[config.mk]
export PLATFORM = sky130hd
export DESIGN_NAME = uart_rx_param
export DESIGN_NICKNAME = d
export VERILOG_FILES = /design/src/rtl/uart_pkg.sv /design/src/rtl/sync_fifo.sv /design/src/rtl/uart_rx_param.sv
export SDC_FILE = /design/constraint.sdc
export NUM_CORES = 1
export LEC_CHECK = 0
export CORE_ASPECT_RATIO = 2
export CORE_MARGIN = 2
export CORE_UTILIZATION = 37
export CTS_BUF_LIST = sky130_fd_sc_hd__clkbuf_16
export CTS_CLUSTER_SIZE = 10
export DETAILED_ROUTE_END_ITERATION = 7
export GPL_TIMING_DRIVEN = 0
export HOLD_SLACK_MARGIN = 0.1
export PLACE_DENSITY = 0.63
export SLEW_MARGIN = 20
export SYNTH_ARGS = -nofsm -noshare
export SYNTH_HDL_FRONTEND = slang
export SYNTH_HIERARCHICAL = 1
export SYNTH_SLANG_ARGS = --single-unit
export TNS_END_PERCENT = 1
[constraint.sdc]
create_clock -name clk -period 2.34 [get_ports clk]
set_clock_uncertainty 0.05 [all_clocks]
set_input_delay 0.234 -clock clk [delete_from_list [all_inputs] [get_ports clk]]
set_output_delay 0.234 -clock clk [all_outputs]
set_load 0.01 [all_outputs]
[src/rtl/uart_pkg.sv]
// uart_pkg -- shared definitions for the UART receive path.
//   rxState_t      : receiver FSM states
//   PAR_*          : parity_mode encodings
//   DB_*           : data_bits encodings (word length 5..8)
//   lastBitIdx()   : index of the final data bit for a data_bits code
//   parityOn()     : true when a parity bit is present in the frame
package uart_pkg;

    typedef enum logic [2:0] {
        ST_IDLE,
        ST_START,
        ST_DATA,
        ST_PARITY,
        ST_STOP
    } rxState_t;

    localparam logic [1:0] PAR_NONE     = 2'b00;
    localparam logic [1:0] PAR_EVEN     = 2'b01;
    localparam logic [1:0] PAR_ODD      = 2'b10;
    localparam logic [1:0] PAR_NONE_ALT = 2'b11;

    localparam logic [1:0] DB_5 = 2'b00;
    localparam logic [1:0] DB_6 = 2'b01;
    localparam logic [1:0] DB_7 = 2'b10;
    localparam logic [1:0] DB_8 = 2'b11;

    // Bit periods of quiet line before idle asserts.
    localparam logic [4:0] IDLE_BITS = 5'd16;

    // DB_5 -> 4 ... DB_8 -> 7
    function automatic logic [2:0] lastBitIdx(input logic [1:0] dataBits);
        return 3'(dataBits) + 3'd4;
    endfunction

    function automatic logic parityOn(input logic [1:0] mode);
        return (mode == PAR_EVEN) || (mode == PAR_ODD);
    endfunction

endpackage

[src/rtl/sync_fifo.sv]
// sync_fifo -- first-word-fall-through synchronous FIFO.
//   clk, rst   : clock, synchronous active-high reset
//   wrEn       : push request; taken when not full, or when full with a pop
//   wrData     : word to push
//   rdEn       : pop request; ignored while empty
//   rdData     : head word (0 while empty)
//   valid      : head word present
//   full       : occupancy == DEPTH
//   count      : current occupancy
module sync_fifo #(
    parameter int WIDTH = 10,
    parameter int DEPTH = 8
) (
    input  logic                     clk,
    input  logic                     rst,
    input  logic                     wrEn,
    input  logic [WIDTH-1:0]         wrData,
    input  logic                     rdEn,
    output logic [WIDTH-1:0]         rdData,
    output logic                     valid,
    output logic                     full,
    output logic [$clog2(DEPTH):0]   count
);

    localparam int AW = $clog2(DEPTH);

    logic [WIDTH-1:0] mem [DEPTH];
    logic [AW-1:0]    wrPtr;
    logic [AW-1:0]    rdPtr;
    logic             doPush;
    logic             doPop;

    assign valid  = (count != '0);
    assign full   = (count == (AW+1)'(DEPTH));
    assign doPop  = rdEn && valid;
    // A full FIFO still accepts a push when the head leaves in the same clock;
    // the write slot is the one being vacated.
    assign doPush = wrEn && (!full || doPop);
    assign rdData = valid ? mem[rdPtr] : '0;

    always_ff @(posedge clk) begin
        if (doPush) mem[wrPtr] <= wrData;
    end

    always_ff @(posedge clk) begin
        if (rst) begin
            wrPtr <= '0;
            rdPtr <= '0;
            count <= '0;
        end else begin
            if (doPush) wrPtr <= wrPtr + AW'(1);
            if (doPop)  rdPtr <= rdPtr + AW'(1);
            case ({doPush, doPop})
                2'b10:   count <= count + (AW+1)'(1);
                2'b01:   count <= count - (AW+1)'(1);
                default: count <= count;
            endcase
        end
    end

endmodule

[src/rtl/uart_rx_param.sv]
// uart_rx_param -- oversampling UART receiver with receive FIFO.
//   clk, rst      : clock, synchronous active-high reset
//   rxd           : asynchronous serial input, idle high
//   baud_div      : clocks per oversample tick minus 1
//   data_bits     : word length code (5..8 bits)
//   parity_mode   : none / even / odd / none
//   stop2         : expect two stop bits
//   m_valid/m_ready/m_data/m_perr/m_ferr : FWFT receive stream
//   overrun       : sticky, a word was dropped on a full FIFO; ovr_clr clears
//   break_det     : one-clock pulse on a break frame
//   idle          : no frame started for 16 bit periods
//   fifo_count    : FIFO occupancy
module uart_rx_param
    import uart_pkg::*;
#(
    parameter int OVS        = 16,
    parameter int DIV_W      = 16,
    parameter int FIFO_DEPTH = 8
) (
    input  logic                          clk,
    input  logic                          rst,
    input  logic                          rxd,
    input  logic [DIV_W-1:0]              baud_div,
    input  logic [1:0]                    data_bits,
    input  logic [1:0]                    parity_mode,
    input  logic                          stop2,
    output logic                          m_valid,
    input  logic                          m_ready,
    output logic [7:0]                    m_data,
    output logic                          m_perr,
    output logic                          m_ferr,
    output logic                          overrun,
    input  logic                          ovr_clr,
    output logic                          break_det,
    output logic                          idle,
    output logic [$clog2(FIFO_DEPTH):0]   fifo_count
);

    localparam int TW = $clog2(OVS);
    localparam logic [TW-1:0] T_LAST = TW'(OVS - 1);
    localparam logic [TW-1:0] T_S0   = TW'(OVS/2 - 1);
    localparam logic [TW-1:0] T_S1   = TW'(OVS/2);
    localparam logic [TW-1:0] T_S2   = TW'(OVS/2 + 1);

    logic [DIV_W-1:0] divCnt;
    logic             tick;
    logic             rxMeta;
    logic             rxSync;

    rxState_t         state;
    logic [TW-1:0]    tickCnt;
    logic [TW-1:0]    nextTick;
    logic             samp0;
    logic             samp1;
    logic             vote;
    logic [2:0]       bitIdx;
    logic [1:0]       cfgBits;
    logic [1:0]       cfgPar;
    logic             cfgStop2;
    logic             stopIdx;
    logic [7:0]       dataReg;
    logic             parBit;
    logic             ferrAcc;
    logic             breakCand;
    logic             breakHold;
    logic [4:0]       idleCnt;
    logic             perrCalc;

    logic             pushVld;
    logic [9:0]       pushWord;
    logic [9:0]       headWord;
    logic             fifoFull;
    logic             pop;

    // Oversample tick: fires when the divisor counter is at 0, then reloads.
    assign tick = (divCnt == '0);

    always_ff @(posedge clk) begin
        if (rst)       divCnt <= '0;
        else if (tick) divCnt <= baud_div;
        else           divCnt <= divCnt - DIV_W'(1);
    end

    always_ff @(posedge clk) begin
        if (rst) begin
            rxMeta <= 1'b1;
            rxSync <= 1'b1;
        end else begin
            rxMeta <= rxd;
            rxSync <= rxMeta;
        end
    end

    // Third vote sample is the live synchronized line at tick OVS/2+1.
    assign vote     = (samp0 & samp1) | (samp0 & rxSync) | (samp1 & rxSync);
    assign nextTick = (tickCnt == T_LAST) ? '0 : tickCnt + TW'(1);
    // dataReg bits above the word length stay 0, so XOR over all 8 is safe.
    assign perrCalc = parityOn(cfgPar) ? (^dataReg ^ parBit ^ (cfgPar == PAR_ODD)) : 1'b0;

    always_ff @(posedge clk) begin
        if (rst) begin
            state     <= ST_IDLE;
            tickCnt   <= '0;
            samp0     <= 1'b1;
            samp1     <= 1'b1;
            bitIdx    <= '0;
            cfgBits   <= DB_8;
            cfgPar    <= PAR_NONE;
            cfgStop2  <= 1'b0;
            stopIdx   <= 1'b0;
            dataReg   <= '0;
            parBit    <= 1'b0;
            ferrAcc   <= 1'b0;
            breakCand <= 1'b0;
            breakHold <= 1'b0;
            idleCnt   <= '0;
            pushVld   <= 1'b0;
            pushWord  <= '0;
            break_det <= 1'b0;
        end else begin
            pushVld   <= 1'b0;
            break_det <= 1'b0;
            if (tick) begin
                tickCnt <= nextTick;
                if (tickCnt == T_S0) samp0 <= rxSync;
                if (tickCnt == T_S1) samp1 <= rxSync;
                unique case (state)
                    ST_IDLE: begin
                        if (!rxSync) begin
                            // This tick is tick 0 of the start bit.
                            state     <= ST_START;
                            tickCnt   <= TW'(1);
                            cfgBits   <= data_bits;
                            cfgPar    <= parity_mode;
                            cfgStop2  <= stop2;
                            bitIdx    <= '0;
                            stopIdx   <= 1'b0;
                            dataReg   <= '0;
                            parBit    <= 1'b0;
                            ferrAcc   <= 1'b0;
                            breakCand <= 1'b1;
                            breakHold <= 1'b0;
                            idleCnt   <= '0;
                        end else if (tickCnt == T_LAST && idleCnt != IDLE_BITS) begin
                            idleCnt <= idleCnt + 5'd1;
                        end
                    end
                    ST_START: begin
                        if (tickCnt == T_S2 && vote) begin
                            state   <= ST_IDLE;   // false start
                            tickCnt <= '0;
                        end else if (tickCnt == T_LAST) begin
                            state <= ST_DATA;
                        end
                    end
                    ST_DATA: begin
                        if (tickCnt == T_S2) begin
                            dataReg[bitIdx] <= vote;
                            if (vote) breakCand <= 1'b0;
                        end
                        if (tickCnt == T_LAST) begin
                            if (bitIdx == lastBitIdx(cfgBits))
                                state <= parityOn(cfgPar) ? ST_PARITY : ST_STOP;
                            else
                                bitIdx <= bitIdx + 3'd1;
                        end
                    end
                    ST_PARITY: begin
                        if (tickCnt == T_S2) begin
                            parBit <= vote;
                            if (vote) breakCand <= 1'b0;
                        end
                        if (tickCnt == T_LAST) state <= ST_STOP;
                    end
                    ST_STOP: begin
                        if (breakHold) begin
                            // Break: wait for the line to recover before re-arming.
                            if (rxSync) begin
                                state     <= ST_IDLE;
                                tickCnt   <= '0;
                                breakHold <= 1'b0;
                            end
                        end else if (tickCnt == T_S2) begin
                            if (!stopIdx && breakCand && !vote) begin
                                break_det <= 1'b1;
                                breakHold <= 1'b1;
                            end else if (stopIdx || !cfgStop2) begin
                                // Last stop decided: leave mid-bit so the next
                                // start edge is caught promptly.
                                pushVld  <= 1'b1;
                                pushWord <= {perrCalc, ferrAcc | ~vote, dataReg};
                                state    <= ST_IDLE;
                                tickCnt  <= '0;
                            end else begin
                                ferrAcc <= ferrAcc | ~vote;
                            end
                        end else if (tickCnt == T_LAST) begin
                            stopIdx <= 1'b1;
                        end
                    end
                    default: state <= ST_IDLE;
                endcase
            end
        end
    end

    assign idle = (idleCnt == IDLE_BITS);
    assign pop  = m_valid && m_ready;

    always_ff @(posedge clk) begin
        if (rst || ovr_clr)                 overrun <= 1'b0;
        else if (pushVld && fifoFull && !pop) overrun <= 1'b1;
    end

    sync_fifo #(
        .WIDTH (10),
        .DEPTH (FIFO_DEPTH)
    ) rxFifo (
        .clk    (clk),
        .rst    (rst),
        .wrEn   (pushVld),
        .wrData (pushWord),
        .rdEn   (m_ready),
        .rdData (headWord),
        .valid  (m_valid),
        .full   (fifoFull),
        .count  (fifo_count)
    );

    assign m_data = headWord[7:0];
    assign m_ferr = headWord[8];
    assign m_perr = headWord[9];

endmodule

==> flow_metrics.tcl <==
set metrics [dict create \
    outcome "finished with violations" \
    violations "setup timing" \
    finalWeightedCongestion 0.9350 \
    post_cts_buffers 0 \
    instances_no_fill 956 \
    synth_common_cells "nor2_1, edfxtp_1, dfxtp_1" \
    rows 72 \
    synth.distinct_cells 68 \
    p_leak_uw 0.003029 \
    slew_headroom 0.4594 \
    r2r_end "rxFifo/count[3]" \
    worst_ep_required_time_ns 2.06 \
    areaGrowthSynthToFinish_pct 22.04 \
    rrSetupSlack_ns -0.07 \
    synth_nets 660 \
    final-seq-area_sq_um 3990 \
    reg2regPathDepth 12 \
    portBuffers 43 \
    critical_path.cell_chain "buf_6, or3_4, nor2_4, buf_4, nor2_1, clkdlybuf4s50_1" \
    syn_inst 621 \
    fin_util 0.4596 \
    synth_warnings 6 \
    crit_path_end_kind "primary output" \
    path_clk_slew_ns 0.07 \
    dp_slack_ns -0.6735 \
    synthArstFlopShare 0 \
    cpPeakStageDelay_ns 0.47 \
    via_per_inst 5.256 \
    synth_top_area_frac 0.3309 \
    cts_buffers 17 \
    fillerInstances 1816 \
    yosysMostFrequentCell "nor2_1" \
    path_class "reg2out" \
    antenna_found_initial 0 \
    startpoint_type "register" \
    grt_usage 0.1658 \
    cp.depth 6 \
    cp_slowest_cell "clkdlybuf4s50_1" \
    clock_path_buffers 2 \
    ios 44 \
    die_w_um 103.1 \
    min_path_type "in2reg" \
    num_vias 5025 \
    r2r_start "rxFifo/count[0]" \
    fmax_mhz 407.3 \
    crit_start "rxFifo/count[0]" \
    wire_per_inst_um 17.22 \
    worst_skew_pair.late_latency_ns 0.43 \
    clockRootBuffer "clkbuf_16" \
    worstPathMaxFanout 10 \
    grt_pass1_vias 5307 \
    crit_family "buffers and inverters" \
    drive_above_1_share 0.1779 \
    avgSynthCellArea_sq_um 11.69 \
    grt_max_degree 20 \
    final_hold_viol_count 0 \
    start_util 0.3766 \
    power_density_nw_per_um2 948.2 \
    cts_tree "built" \
    fin_nets 723 \
    finalSetupTns_ns -1.167 \
    cts_sinks 159 \
    die_h_um 202.1 \
    routed_wl_um 16460 \
    tightest_slew_ns 0.8066 \
    multi_input_area_sq_um 3219 \
    syn_area_sq_um 7261 \
    dp_hpwl_um 12390 \
    synth_area_leaders "edfxtp_1, dfxtp_1, mux4_2" \
    synth_seq_cells 159 \
    dp.cells 925 \
    antenna_left 0 \
    core-area_sq_um 19280 \
    yosysSeqAreaShare 0.5487 \
    period_minus_slack_ns 2.455 \
    first_pass_iters 5 \
    rsz0062_at_grt "yes" \
    grt_pass1_wl_um 26590 \
    critPathBufInv 3 \
    drv_cap 0 \
    synth_ff_type "edfxtp_1" \
    num_antenna_cells 0 \
    vdd.ir_drop.worst_uv 610.5 \
    drt_iter0_markers 207 \
    remaining_drc_errors 0 \
    slew_violations 0 \
    finalCritPeriodShare 1.049 \
    dieArea_sq_um 20830 \
    setup-violations-final 11 \
    crit_arrival_ns 2.17 \
    fin_ws_ns -0.1153 \
    global_route.overflow_total 0 \
    synth_top_area_cell "edfxtp_1" \
    crit_path_end "m_data[4]" \
    synth_edf_count 80 \
    h-tree-depth 4 \
]
-- what timing repair did --
item / 4_1_cts / 5_1_grt
cloned: 0 / 0
hold buffers: 0 / 0
setup endpoints to repair: 87 / 95
resized for setup: 22 / 32
pin swaps: 0 / 6
-- flip-flops by register name (all words and copies together), names as in the netlist, 2 cells and up, named ones only --
register and count:
rxFifo/mem 80, divCnt 16, pushWord 10, dataReg 8, idleCnt 5, rxFifo/count 4, tickCnt 4, bitIdx 3
rxFifo/rdPtr 3, rxFifo/wrPtr 3, state 3, cfgBits 2, cfgPar 2
-- layout make-up --
cell class,instances,area share
Sequential cell,159,0.4503
Multi-Input combinational cell,411,0.3633
Timing Repair Buffer,45,0.05055
Clock buffer,17,0.04801
Tap cell,259,0.03657
Buffer,32,0.02316
Clock inverter,15,0.02047
Inverter,18,0.007625
-- through the flow --
step / power, uW / hold WS (ns) / instance area, sq um
finish: 8402 / 0.3061 / 8861
global route: 8822 / 0.3142 / 8861
CTS: 8386 / 0.2945 / 8743
detailed placement: 5534 / 0.3472 / 8056
global placement: 5440 / 0.3471 / 8031
floorplan: 4795 / 0.2568 / 7277
-- cell usage in the layout, fill, tap and decap left out, types with 19 or more instances in the layout --
cell | synthesis | final
edfxtp_1 | 80 | 80
dfxtp_1 | 79 | 76
nor2_1 | 81 | 74
clkdlybuf4s50_1 | 0 | 42
nand2_1 | 41 | 39
mux2i_1 | 28 | 28
a21oi_1 | 27 | 25
xnor2_1 | 20 | 20
mux4_2 | 20 | 20
nand3_1 | 21 | 19
o21ai_0 | 20 | 19
-- logic make-up (layout without fill, tap and decap cells) --
group           Yosys count  in the layout  share of synthesized area
compound gates           95             95                    0.08823
simple gates            223            223                     0.1672
fa+ha+maj                14             14                    0.02481
xor+xnor                 30             30                    0.03619
mux                      49             49                     0.1022
buf+inv                  51            127                    0.03274
flops                   159            159                     0.5487
-- where the power goes --
part           total (uW)  internal (uW)  switching (uW)
clock                2780           1460            1320
sequential           3290           3060             233
combinational        2330           1100            1230
total                8400           5620            2790
-- metal layers --
metal / wire length [um] / global-route usage
met5: 0 / 0
met2: 9846 / 0.3295
met1: 5676 / 0.1564
met3: 411 / 0.02351
met4: 527 / 0.07754
-- how the worst min path moves through the flow --
| stage | slack (ns) | from | depth (start not counted) | end |
|---|---|---|---|---|
| floorplan | 0.26 | rst | 1 | rxFifo/count[1] |
| global placement | 0.35 | rxMeta | 1 | rxSync |
| detailed placement | 0.35 | rxMeta | 1 | rxSync |
| CTS | 0.29 | ovr_clr | 2 | overrun |
| global route | 0.31 | rxd | 2 | rxMeta |
| finish | 0.31 | ovr_clr | 2 | overrun |
-- worst reg2reg max path, delay by kind of cell, from the launching register on --
kind | cells | cell delay [ns]
buf+inv | 3 | 0.28
simple gates | 6 | 1.17
compound gates | 2 | 0.22
fa+ha+maj | 1 | 0.29
flops | 1 | 0.33
No activity file was read; power rests on OpenSTA's default activity.
